[config.mk]
export PLATFORM = sky130hd
export DESIGN_NAME = mul_div_unit
export DESIGN_NICKNAME = d
export VERILOG_FILES = /design/src/rtl/mul_div_unit_pkg.sv /design/src/rtl/mul_div_unit_div_step.sv /design/src/rtl/mul_div_unit.sv
export SDC_FILE = /design/constraint.sdc
export NUM_CORES = 2
export LEC_CHECK = 0
export ABC_CLOCK_PERIOD_IN_PS = 9200
export BUFFER_PORTS_ARGS = -buffer_cell sky130_fd_sc_hd__clkbuf_2
export CORE_AREA = 4 4 379 343
export CTS_BUF_LIST = sky130_fd_sc_hd__clkbuf_8
export DETAILED_ROUTE_END_ITERATION = 12
export DIE_AREA = 0 0 383 347
export GPL_TIMING_DRIVEN = 0
export PLACE_DENSITY_LB_ADDON = 0.3
export SYNTH_ARGS = -nofsm -noshare
export SYNTH_HDL_FRONTEND = slang
export SYNTH_SLANG_ARGS = --single-unit
[constraint.sdc]
create_clock -name clk -period 9.2 [get_ports clk]
set_input_delay 0.92 -clock clk [delete_from_list [all_inputs] [get_ports clk]]
set_output_delay 0.92 -clock clk [all_outputs]
set_load 0.005 [all_outputs]
[src/rtl/mul_div_unit_pkg.sv]
// -----------------------------------------------------------------------------
// mul_div_unit_pkg
//   Shared MIPS definitions: ALU operation codes, primary opcodes, the
//   multiply/divide unit operation encodings and its FSM state encodings,
//   plus a small magnitude helper used by the divider.
// -----------------------------------------------------------------------------
package mul_div_unit_pkg;

   // ALU operation select
   typedef enum logic [3:0] {
      ALU_ADD = 4'd0,
      ALU_SUB = 4'd1,
      ALU_AND = 4'd2,
      ALU_OR  = 4'd3,
      ALU_XOR = 4'd4,
      ALU_NOR = 4'd5,
      ALU_SLT = 4'd6,
      ALU_SLL = 4'd7
   } alu_op_e;

   // Primary opcodes (instruction bits 31:26)
   localparam logic [5:0] OPC_SPECIAL = 6'h00;
   localparam logic [5:0] OPC_ADDIU   = 6'h09;
   localparam logic [5:0] OPC_LW      = 6'h23;
   localparam logic [5:0] OPC_SW      = 6'h2B;

   // Multiply/divide unit operations; codes 6 and 7 are no-ops
   typedef enum logic [2:0] {
      MDU_MULT  = 3'd0,
      MDU_MULTU = 3'd1,
      MDU_DIV   = 3'd2,
      MDU_DIVU  = 3'd3,
      MDU_MTHI  = 3'd4,
      MDU_MTLO  = 3'd5
   } mdu_op_e;

   // Multiply/divide unit FSM states
   typedef enum logic [1:0] {
      ST_IDLE = 2'd0,
      ST_MUL  = 2'd1,
      ST_DIV  = 2'd2,
      ST_FIX  = 2'd3
   } mdu_state_e;

   // Magnitude of a 32-bit value, treated as two's complement when sgn is set
   function automatic logic [31:0] mag32(input logic [31:0] v, input logic sgn);
      return (sgn && v[31]) ? (~v + 32'd1) : v;
   endfunction

endpackage

[src/rtl/mul_div_unit_div_step.sv]
// -----------------------------------------------------------------------------
// div_step
//   One restoring-division step: shift the next dividend bit into the partial
//   remainder and subtract the divisor if it fits.
//   rem_i       partial remainder (always < divisor_i when divisor_i != 0)
//   dvd_bit_i   next dividend bit, MSB first
//   divisor_i   divisor magnitude
//   rem_o       next partial remainder
//   q_o         quotient bit produced by this step
// -----------------------------------------------------------------------------
module div_step (
   input  logic [31:0] rem_i,
   input  logic        dvd_bit_i,
   input  logic [31:0] divisor_i,
   output logic [31:0] rem_o,
   output logic        q_o
);

   logic [32:0] shifted;
   logic [32:0] diff;

   // NOTE: every output of a combinational block is assigned on every path, so
   // no latch can be inferred.
   always_comb begin
      shifted = {rem_i, dvd_bit_i};
      diff    = shifted - {1'b0, divisor_i};
      // Bit 32 of the 33-bit difference is the borrow: set means it did not fit.
      q_o     = ~diff[32];
      rem_o   = q_o ? diff[31:0] : shifted[31:0];
   end

endmodule

[src/rtl/mul_div_unit.sv]
// -----------------------------------------------------------------------------
// mul_div_unit
//   MIPS HI/LO multiply/divide unit. MULT/MULTU form the 64-bit product at
//   launch and hold busy for MUL_CYCLES cycles; DIV/DIVU run a 32-cycle
//   restoring divide plus one sign-fix cycle. MTHI/MTLO write HI/LO directly.
//   clk       clock, rising edge
//   reset     synchronous, active-low reset
//   start     launch request for op
//   op        operation (mdu_op_e encoding; 6-7 no-op)
//   rs_data   multiplicand / dividend / MTHI-MTLO source
//   rt_data   multiplier / divisor
//   flush     cancel an in-flight operation
//   busy      MUL or DIV in flight
//   done      one-cycle pulse after HI/LO take a MUL/DIV result
//   hi, lo    architectural HI and LO registers
// -----------------------------------------------------------------------------
module mul_div_unit
   import mul_div_unit_pkg::*;
#(
   parameter int MUL_CYCLES = 4
) (
   input  logic        clk,
   input  logic        reset,
   input  logic        start,
   input  logic [2:0]  op,
   input  logic [31:0] rs_data,
   input  logic [31:0] rt_data,
   input  logic        flush,
   output logic        busy,
   output logic        done,
   output logic [31:0] hi,
   output logic [31:0] lo
);

   mdu_state_e  state_q;
   logic [4:0]  cnt_q;
   logic [31:0] a_q;        // raw first operand
   logic [31:0] b_q;        // raw second operand
   logic        signed_q;
   logic [63:0] prod_q;
   logic [31:0] dvd_q;      // dividend magnitude, becomes the quotient
   logic [31:0] rem_q;
   logic [31:0] hi_q;
   logic [31:0] lo_q;
   logic        done_q;

   logic [63:0] ext_a;
   logic [63:0] ext_b;
   logic [63:0] prod_d;
   logic [31:0] divisor_mag;
   logic [31:0] step_rem_d;
   logic        step_q_d;
   logic        neg_quot;
   logic        neg_rem;
   logic [31:0] fix_hi_d;
   logic [31:0] fix_lo_d;

   // Sign- or zero-extend to 64 bits; the low 64 bits of the product are then
   // correct for both signed and unsigned operands.
   always_comb begin
      ext_a = {32'd0, rs_data};
      ext_b = {32'd0, rt_data};
      if (op == MDU_MULT) begin
         ext_a = {{32{rs_data[31]}}, rs_data};
         ext_b = {{32{rt_data[31]}}, rt_data};
      end
      prod_d = ext_a * ext_b;
   end

   assign divisor_mag = mag32(b_q, signed_q);

   div_step u_div_step (
      .rem_i     (rem_q),
      .dvd_bit_i (dvd_q[31]),
      .divisor_i (divisor_mag),
      .rem_o     (step_rem_d),
      .q_o       (step_q_d)
   );

   // Quotient truncates toward zero; remainder follows the dividend's sign.
   // Divide-by-zero bypasses the correction and reports all-ones / dividend.
   assign neg_quot = signed_q & (a_q[31] ^ b_q[31]);
   assign neg_rem  = signed_q & a_q[31];

   always_comb begin
      fix_lo_d = neg_quot ? (~dvd_q + 32'd1) : dvd_q;
      fix_hi_d = neg_rem  ? (~rem_q + 32'd1) : rem_q;
      if (b_q == 32'd0) begin
         fix_lo_d = 32'hFFFF_FFFF;
         fix_hi_d = a_q;
      end
   end

   // NOTE: sequential state uses non-blocking assignments so every register
   // samples the pre-edge values regardless of statement order.
   always_ff @(posedge clk) begin
      if (!reset) begin
         state_q  <= ST_IDLE;
         cnt_q    <= 5'd0;
         a_q      <= 32'd0;
         b_q      <= 32'd0;
         signed_q <= 1'b0;
         prod_q   <= 64'd0;
         dvd_q    <= 32'd0;
         rem_q    <= 32'd0;
         hi_q     <= 32'd0;
         lo_q     <= 32'd0;
         done_q   <= 1'b0;
      end else begin
         done_q <= 1'b0;
         case (state_q)
            ST_IDLE: begin
               if (start && !flush) begin
                  case (op)
                     MDU_MULT, MDU_MULTU: begin
                        a_q      <= rs_data;
                        b_q      <= rt_data;
                        signed_q <= (op == MDU_MULT);
                        prod_q   <= prod_d;
                        cnt_q    <= 5'(MUL_CYCLES - 1);
                        state_q  <= ST_MUL;
                     end
                     MDU_DIV, MDU_DIVU: begin
                        a_q      <= rs_data;
                        b_q      <= rt_data;
                        signed_q <= (op == MDU_DIV);
                        dvd_q    <= mag32(rs_data, op == MDU_DIV);
                        rem_q    <= 32'd0;
                        cnt_q    <= 5'd31;
                        state_q  <= ST_DIV;
                     end
                     MDU_MTHI: hi_q <= rs_data;
                     MDU_MTLO: lo_q <= rs_data;
                     default: ;
                  endcase
               end
            end
            ST_MUL: begin
               if (flush) begin
                  state_q <= ST_IDLE;
               end else if (cnt_q == 5'd0) begin
                  hi_q    <= prod_q[63:32];
                  lo_q    <= prod_q[31:0];
                  done_q  <= 1'b1;
                  state_q <= ST_IDLE;
               end else begin
                  cnt_q <= cnt_q - 5'd1;
               end
            end
            ST_DIV: begin
               if (flush) begin
                  state_q <= ST_IDLE;
               end else begin
                  // Quotient bits shift in as dividend bits shift out.
                  rem_q <= step_rem_d;
                  dvd_q <= {dvd_q[30:0], step_q_d};
                  if (cnt_q == 5'd0) state_q <= ST_FIX;
                  else               cnt_q   <= cnt_q - 5'd1;
               end
            end
            ST_FIX: begin
               state_q <= ST_IDLE;
               if (!flush) begin
                  hi_q   <= fix_hi_d;
                  lo_q   <= fix_lo_d;
                  done_q <= 1'b1;
               end
            end
            default: state_q <= ST_IDLE;
         endcase
      end
   end

   assign busy = (state_q != ST_IDLE);
   assign done = done_q;
   assign hi   = hi_q;
   assign lo   = lo_q;

endmodule

## Word-level counts from Yosys, hierarchy flattened

Cells that the tools add are included.

- Bits of input ports: 71
- Latch bits: 0
- Bits in writable memories: 0
- Memories: 0
- Word-level logic and storage cells: 118
- Output and inout port bits: 66
- ROM bits: 0
- Register bits after elaboration: 265

- Add/sub/neg operators: 6
- Reduce and logical (&&, ||, !) cells: 25
- Div/mod/pow operators: 0
- Equal/unequal tests: 21
- $lt $le $gt $ge: 0
- Shift operators: 0
- Bitwise operators: 8
- Multiplexer cells: 46
- $mul: 1

Operators with widths:

| cell | number |
|---|---|
| 2-to-1 mux 32 bit | 23 |
| one-hot mux 32 bit (3 select lines) | 2 |
| adder 32 x 1 -> 32 bit, second input constant | 4 |
| 2-to-1 mux 64 bit | 2 |
| inverter 32 bit | 4 |
| one-hot mux 32 bit (2 select lines) | 2 |
| multiplier 64 x 64 -> 64 bit | 1 |
| subtractor 33 x 32 -> 33 bit | 1 |
| logical NOT 32 bit | 1 |
| one-hot mux 5 bit (2 select lines) | 2 |
| 2-to-1 mux 5 bit | 3 |
| != test 2 bit, second input constant | 7 |
| AND reduction 6 bit | 2 |
| 2-to-1 mux 2 bit | 5 |
| AND reduction 3 bit | 3 |
| one-hot mux 2 bit (4 select lines) | 1 |
| AND reduction 4 bit | 2 |
| nonzero test 2 bit | 4 |
| == test 3 x 2 -> 1 bit, second input constant | 2 |
| == test 3 bit, second input constant | 2 |
| != test 2 x 1 -> 1 bit, second input constant | 3 |
| != test 3 bit, second input constant | 2 |
| OR reduction 2 bit | 3 |
| logical NOT 5 bit | 1 |
| other kinds (18) | 25 |

## Logic depth before layout (Yosys ltp)

- Word-level depth: 7
- Mapped depth: 37
- Gate-level depth less buffers: 34

## By module

Synthesis repeated with hierarchy kept, for this count alone.

- Cell total of the unflattened synthesis: 7216
- Area, all modules: 63413.3 um^2

Modules (own cells, without submodules):

| module | area an instance (um^2) | cells an instance | instances |
|---|---|---|---|
| mul_div_unit | 61054.8 | 6911 | 1 |
| div_step | 2358.5 | 305 | 1 |

## Least setup slack after synthesis

Ideal clock, no wire load.

- Path type: input to register
- Start point: in op[2]
- End point: reg prod_q[63]
- Path slack: -0.441 ns
- Buffers on the path: 2
- Cell stages on the path: 30
- Required time: 9.130 ns
- Arrival: 9.570 ns
- Setup time: 0.070 ns
- Path through: nor3_1 and2_1 clkbuf_1 clkbuf_1 nand2_1 fa_1 inv_1 fa_1 fa_1 inv_1 fa_1 inv_1 fa_1 fa_1 fa_1 fa_1 fa_1 inv_1 fa_1 inv_1 ha_1 and2_1 nand3_1 or3_1 a211o_1 a211oi_1 o22ai_1 xnor2_1 nand2_1 a21oi_1

- Cells in the longest elaborated chain, start to end: 3

RTL lines:

| what | line | RTL |
|---|---|---|
| start, declared | mul_div_unit.sv:25 | `input logic [2:0] op,` |
| logical NOT 3 bit / == test 3 x 1 -> 1 bit (equally long branches) | mul_div_unit.sv:63, mul_div_unit.sv:114 |  |
| 2-to-1 mux 64 bit / OR reduction 2 bit (equally long branches) | mul_div_unit.sv:63, mul_div_unit.sv:114 |  |
| multiplier 64 x 64 -> 64 bit / AND reduction 3 bit (equally long branches) | -- |  |
| end signal, assigned | mul_div_unit.sv:119 | `prod_q <= prod_d;` |
| end, declared | mul_div_unit.sv:40 | `logic [63:0] prod_q;` |

Several ways; a longest one is shown, not always the timed one.
A chain may end at the register's enable or synchronous reset.

## Worst setup path after layout

- Start point: in rt_data[24]
- End point: reg prod_q[63]

- Cells in the longest elaborated chain, start to end: 2

RTL lines:

| what | line | RTL |
|---|---|---|
| start, declared | mul_div_unit.sv:27 | `input logic [31:0] rt_data,` |
| 2-to-1 mux 64 bit | mul_div_unit.sv:63 | `if (op == MDU_MULT) begin` |
| multiplier 64 x 64 -> 64 bit | mul_div_unit.sv:67 | `prod_d = ext_a * ext_b;` |

Every way passes these cells.

==> results.md <==
- The number of levels in the clock H-tree is 2.
- The critical path class is in2reg.
- Dividing the final minimum period by the clock period gives 1.01.
- Summing all multi-input logic gate instances after layout gives between 0.05 and 0.06 mm2.
- The sequential cell area is around 0.0053 mm2.
- The clock net in this run drives a total of ~270 sinks.
- The via count of the first global-routing pass came to 54100.
- In this run the worst path has a maximum fanout of 10.
- The number of nets in the synthesized netlist is ~9000.
- Detailed placement finished with a half-perimeter wire length of between 200 and 250 mm.
- The die covers around 0.13 mm2.
- The core utilization of the finished layout is 0.546.
- The class of the tightest hold or removal check is reg2reg.
- The startpoint of the worst-slack reg-to-reg timing path is b_q[2]$_SDFFE_PN0P_.
- The adder-cell area share of the yosys netlist is 0.524.
- Counting the buffers created by CTS gives 42.
- The worst hold path begins at prod_q[22]$_SDFFE_PN0P_.
- From synthesis to final layout, the design area changed by 9.98%.
- The first global-routing pass estimated roughly 370 mm of wire.
- The cell count after synthesis came out at a little over 7000.
- The clock insertion delay at the later pin of the skew report is between 0.6 and 0.7 ns.
- By area the synthesized netlist is led by sky130_fd_sc_hd__fa_1 45%, sky130_fd_sc_hd__inv_1 9.1%, sky130_fd_sc_hd__dfxtp_1 8.5%, sky130_fd_sc_hd__ha_1 7.1%, sky130_fd_sc_hd__nand2_1 6.5%.
- sky130_fd_sc_hd__inv_1 is the most common cell in the netlist.
- Of the post-synthesis cell area, the dominant cell type holds 0.453.
- The depth of the most critical reg-to-reg path is 20.
- The complex-gate fraction of the synthesized area is 0.0873.
- Counting along the longest clock path gives a buffer depth of 3.
- Across all hold checks on the routed design, the worst slack comes to about 0.46 ns.
- The worst hold path passes through 2 cells.
- The number of warnings reported in the yosys synthesis log is 0.
- Setup violations remaining at the end of the flow were counted as 1.
- In the final layout, the share of cells above drive strength 1 is 0.0973.
- The via count of the routed design is roughly 54000.
- The count of filler cells inserted in the layout is 11800.
- The final routed DRC violation total is 0.
- The count of final max-slew check failures is 0.
- The normalized max-slew margin is 0.0715.
- The first detailed-routing pass took 6 iterations.
- The congestion estimate from routability-driven global placement came to between 1 and 1.5.
- The worst setup path is launched from an input pin.
- For this run the aggregate overflow at the end of global routing stands at 0.
- The checks that failed: setup timing.
- In this run the count of I/O pins placed on the die edge is around 140.
- The remaining antenna violation count after routing is 0.
- The capturing instance or port of the critical path is prod_q[63]$_SDFFE_PN0P_.
- The fraction of synthesis flops using an asynchronous set or reset pin is 0.
- The count of nets after finishing is 9195.
- The number of cell rows is 124.
- The share of the Yosys chip area taken by registers is 0.0846.
- By area, the combinational part of the netlist is dominated by adder cells.
- The post-synthesis sequential element count is between 200 and 300.
- The vias per cell is 5.88.
- The count of cell types in the netlist is 90.
- Of the total synthesized cell area, the portion taken by AND, OR, NAND and NOR gates is 0.151.
- For the pin with the worst max-slew slack, the measured transition is ~1.4 ns.
- The final layout contains routed wiring with a total length of approximately 260 mm.
- The max-cap check violation count is 0.
- By count the netlist is led by 1525 x sky130_fd_sc_hd__inv_1, 1419 x sky130_fd_sc_hd__fa_1, 1081 x sky130_fd_sc_hd__nand2_1.
- Summing all placed instances gives a cell area of 0.0654 mm2.
- The arrival time reported for the critical path endpoint is a little under 10 ns.
- The overall fraction of global-route tracks in use is 0.385.
- Measured against the total synthesized area, the mux share comes to 0.000479.
- The worst register-to-register path ends at rem_q[21]$_SDFFE_PN0P_.
- The hold buffer count at CTS is 0.
- For this run, the top clock speed supported by timing is roughly 0.11 GHz.
- The total count of hold-check failures in the final report is 0.
- The worst setup slack for register-to-register paths is 2.75 ns.
- The initial utilization of the core area, before any placement, comes to 0.496.
- The critical path required time is 9.74 ns.
- The worst-case setup margin in the final layout is -0.133 ns.
- The critical path capture point type is a flip-flop.
- The combined area of all synthesized cells is 0.0627 mm2.
- The TritonCTS clock tree is yes.
- Clock-pin slew was measured on the worst setup and hold paths at around 0.070 ns.
- Measured along the x axis, the die boundary spans 383 um.
- The floorplan die height is roughly 350 um.
- After detailed placement, the design holds a cell count of approximately 9000.
- The final setup skew is approximately 0.030 ns.
- For this run, the leading register cell type out of synthesis is sky130_fd_sc_hd__dfxtp_1.
- The synthesized-area fraction occupied by xor and xnor cells is 0.0356.
- The post-route minimum period is 9.33 ns.
- In the final routed layout, each cell accounts on average for approximately 28 um.
- The initial antenna violation count was 27.
- The mean post-synth cell area is 8.80 um2.
- The quantity of I/O buffers inserted on ports is about 120.
- The clock tree root buffer cell is sky130_fd_sc_hd__clkbuf_8.
- Once layout is done, the placed cells without fillers occupy just under 0.07 mm2.
- The DRC violation total after the first TritonRoute iteration is ~6500.
- The finished layout holds between 9000 and 10000 standard cells, fillers aside.
- The synthesized design contains 0 enable-type register cells.
- The library cell occupying the most area in the post-synthesis netlist is sky130_fd_sc_hd__fa_1.
- Setup repair after global routing could not meet its margin everywhere.
- Entering global routing, the biggest net connects 25 pins.
- The run finished, with violations left.
- The core region is 0.126 mm2.
- The source of the critical timing path is rt_data[24].
-- placed cells by master, fill, tap and decap left out, drive strengths merged, types with 41 or more instances in the layout --
master,synthesis,final
a31oi,53,53
nand3,125,125
o21ai,213,213
a21o,41,41
fa,1419,1419
clkbuf,358,468
a21oi,276,276
and2,458,458
a22oi,55,55
dfxtp,265,265
xnor2,155,155
xor2,98,98
nand2,1082,1082
nor2,146,146
inv,1526,1534
ha,355,355
buf,56,186
-- what timing repair did --
action,in CTS,in global routing
resized for setup,460,333
gates cloned,0,0
pin swaps,56,95
setup endpoints to repair,49,30
buffers inserted,43,44
endpoints found under the hold margin,0,0
-- routing by layer --
| layer | global-route usage | wire [um] |
|---|---|---|
| met2 | 0.562 | 107000 |
| met5 | 0 | 137 |
| met3 | 0.144 | 37800 |
| met4 | 0.190 | 15500 |
| met1 | 0.505 | 96600 |
-- worst min path at each step --
stage	end	slack [ns]
2_1_floorplan	prod_q[63]$_SDFFE_PN0P_	0.43
3_3_place_gp	prod_q[0]$_SDFFE_PN0P_	0.44
3_5_place_dp	prod_q[40]$_SDFFE_PN0P_	0.45
5_1_grt	prod_q[2]$_SDFFE_PN0P_	0.47
4_1_cts	prod_q[5]$_SDFFE_PN0P_	0.46
6_report	prod_q[22]$_SDFFE_PN0P_	0.46
-- layout make-up --
type,count,area share
multi-input combinational,4915,0.740
inverter,1526,0.0833
sequential,265,0.0770
buffer,397,0.0359
tap,1701,0.0309
timing repair buffer,203,0.0193
clock buffer,54,0.0108
clock inverter,17,0.00174
antenna,26,0.000944
-- flip-flops by register name, summed over array words and instances, names as in the netlist --
name      flops
a_q          32
b_q          32
cnt_q         5
done          1
dvd_q        32
hi           32
lo           32
prod_q       64
rem_q        32
signed_q      1
state_q       2
-- cell families after synthesis --
kind of cell             Yosys count
XOR/XNOR                         253
adder cells (fa/ha/maj)         1775
flip-flops                       265
multiplexers                       3
AO/OA/AOI/OAI                    869
buffers and inverters           1940
AND/OR/NAND/NOR                 2015
-- worst max-delay path, cell delays in order --
cell and delay (ns):
sky130_fd_sc_hd__clkbuf_2 0.31, sky130_fd_sc_hd__clkbuf_1 0.85, sky130_fd_sc_hd__and2_1 0.25, sky130_fd_sc_hd__fa_1 0.46, sky130_fd_sc_hd__fa_1 0.59, sky130_fd_sc_hd__fa_1 0.44
sky130_fd_sc_hd__fa_1 0.51, sky130_fd_sc_hd__inv_1 0.05, sky130_fd_sc_hd__fa_1 0.47, sky130_fd_sc_hd__inv_1 0.05, sky130_fd_sc_hd__fa_1 0.52, sky130_fd_sc_hd__fa_1 0.44
sky130_fd_sc_hd__fa_1 0.52, sky130_fd_sc_hd__fa_2 0.60, sky130_fd_sc_hd__inv_2 0.05, sky130_fd_sc_hd__fa_1 0.54, sky130_fd_sc_hd__inv_2 0.05, sky130_fd_sc_hd__ha_4 0.28
sky130_fd_sc_hd__and2_4 0.16, sky130_fd_sc_hd__nand3_4 0.09, sky130_fd_sc_hd__or3_4 0.37, sky130_fd_sc_hd__a211o_4 0.31, sky130_fd_sc_hd__a211oi_4 0.35, sky130_fd_sc_hd__o22ai_2 0.14
sky130_fd_sc_hd__xnor2_2 0.24, sky130_fd_sc_hd__nand2_1 0.09, sky130_fd_sc_hd__a21oi_1 0.17
-- metrics by stage --
step / setup TNS (ns) / setup WS (ns)
floorplan: 0 / 0.0156
global placement: -128.35 / -3.68
detailed placement: -122.87 / -3.73
CTS: -0.0417 / -0.0417
global route: -0.691 / -0.279
finish: -0.133 / -0.133
Power is not shown: default switching activity piles up to over one toggle a cycle in this logic, so the estimate is an artifact.
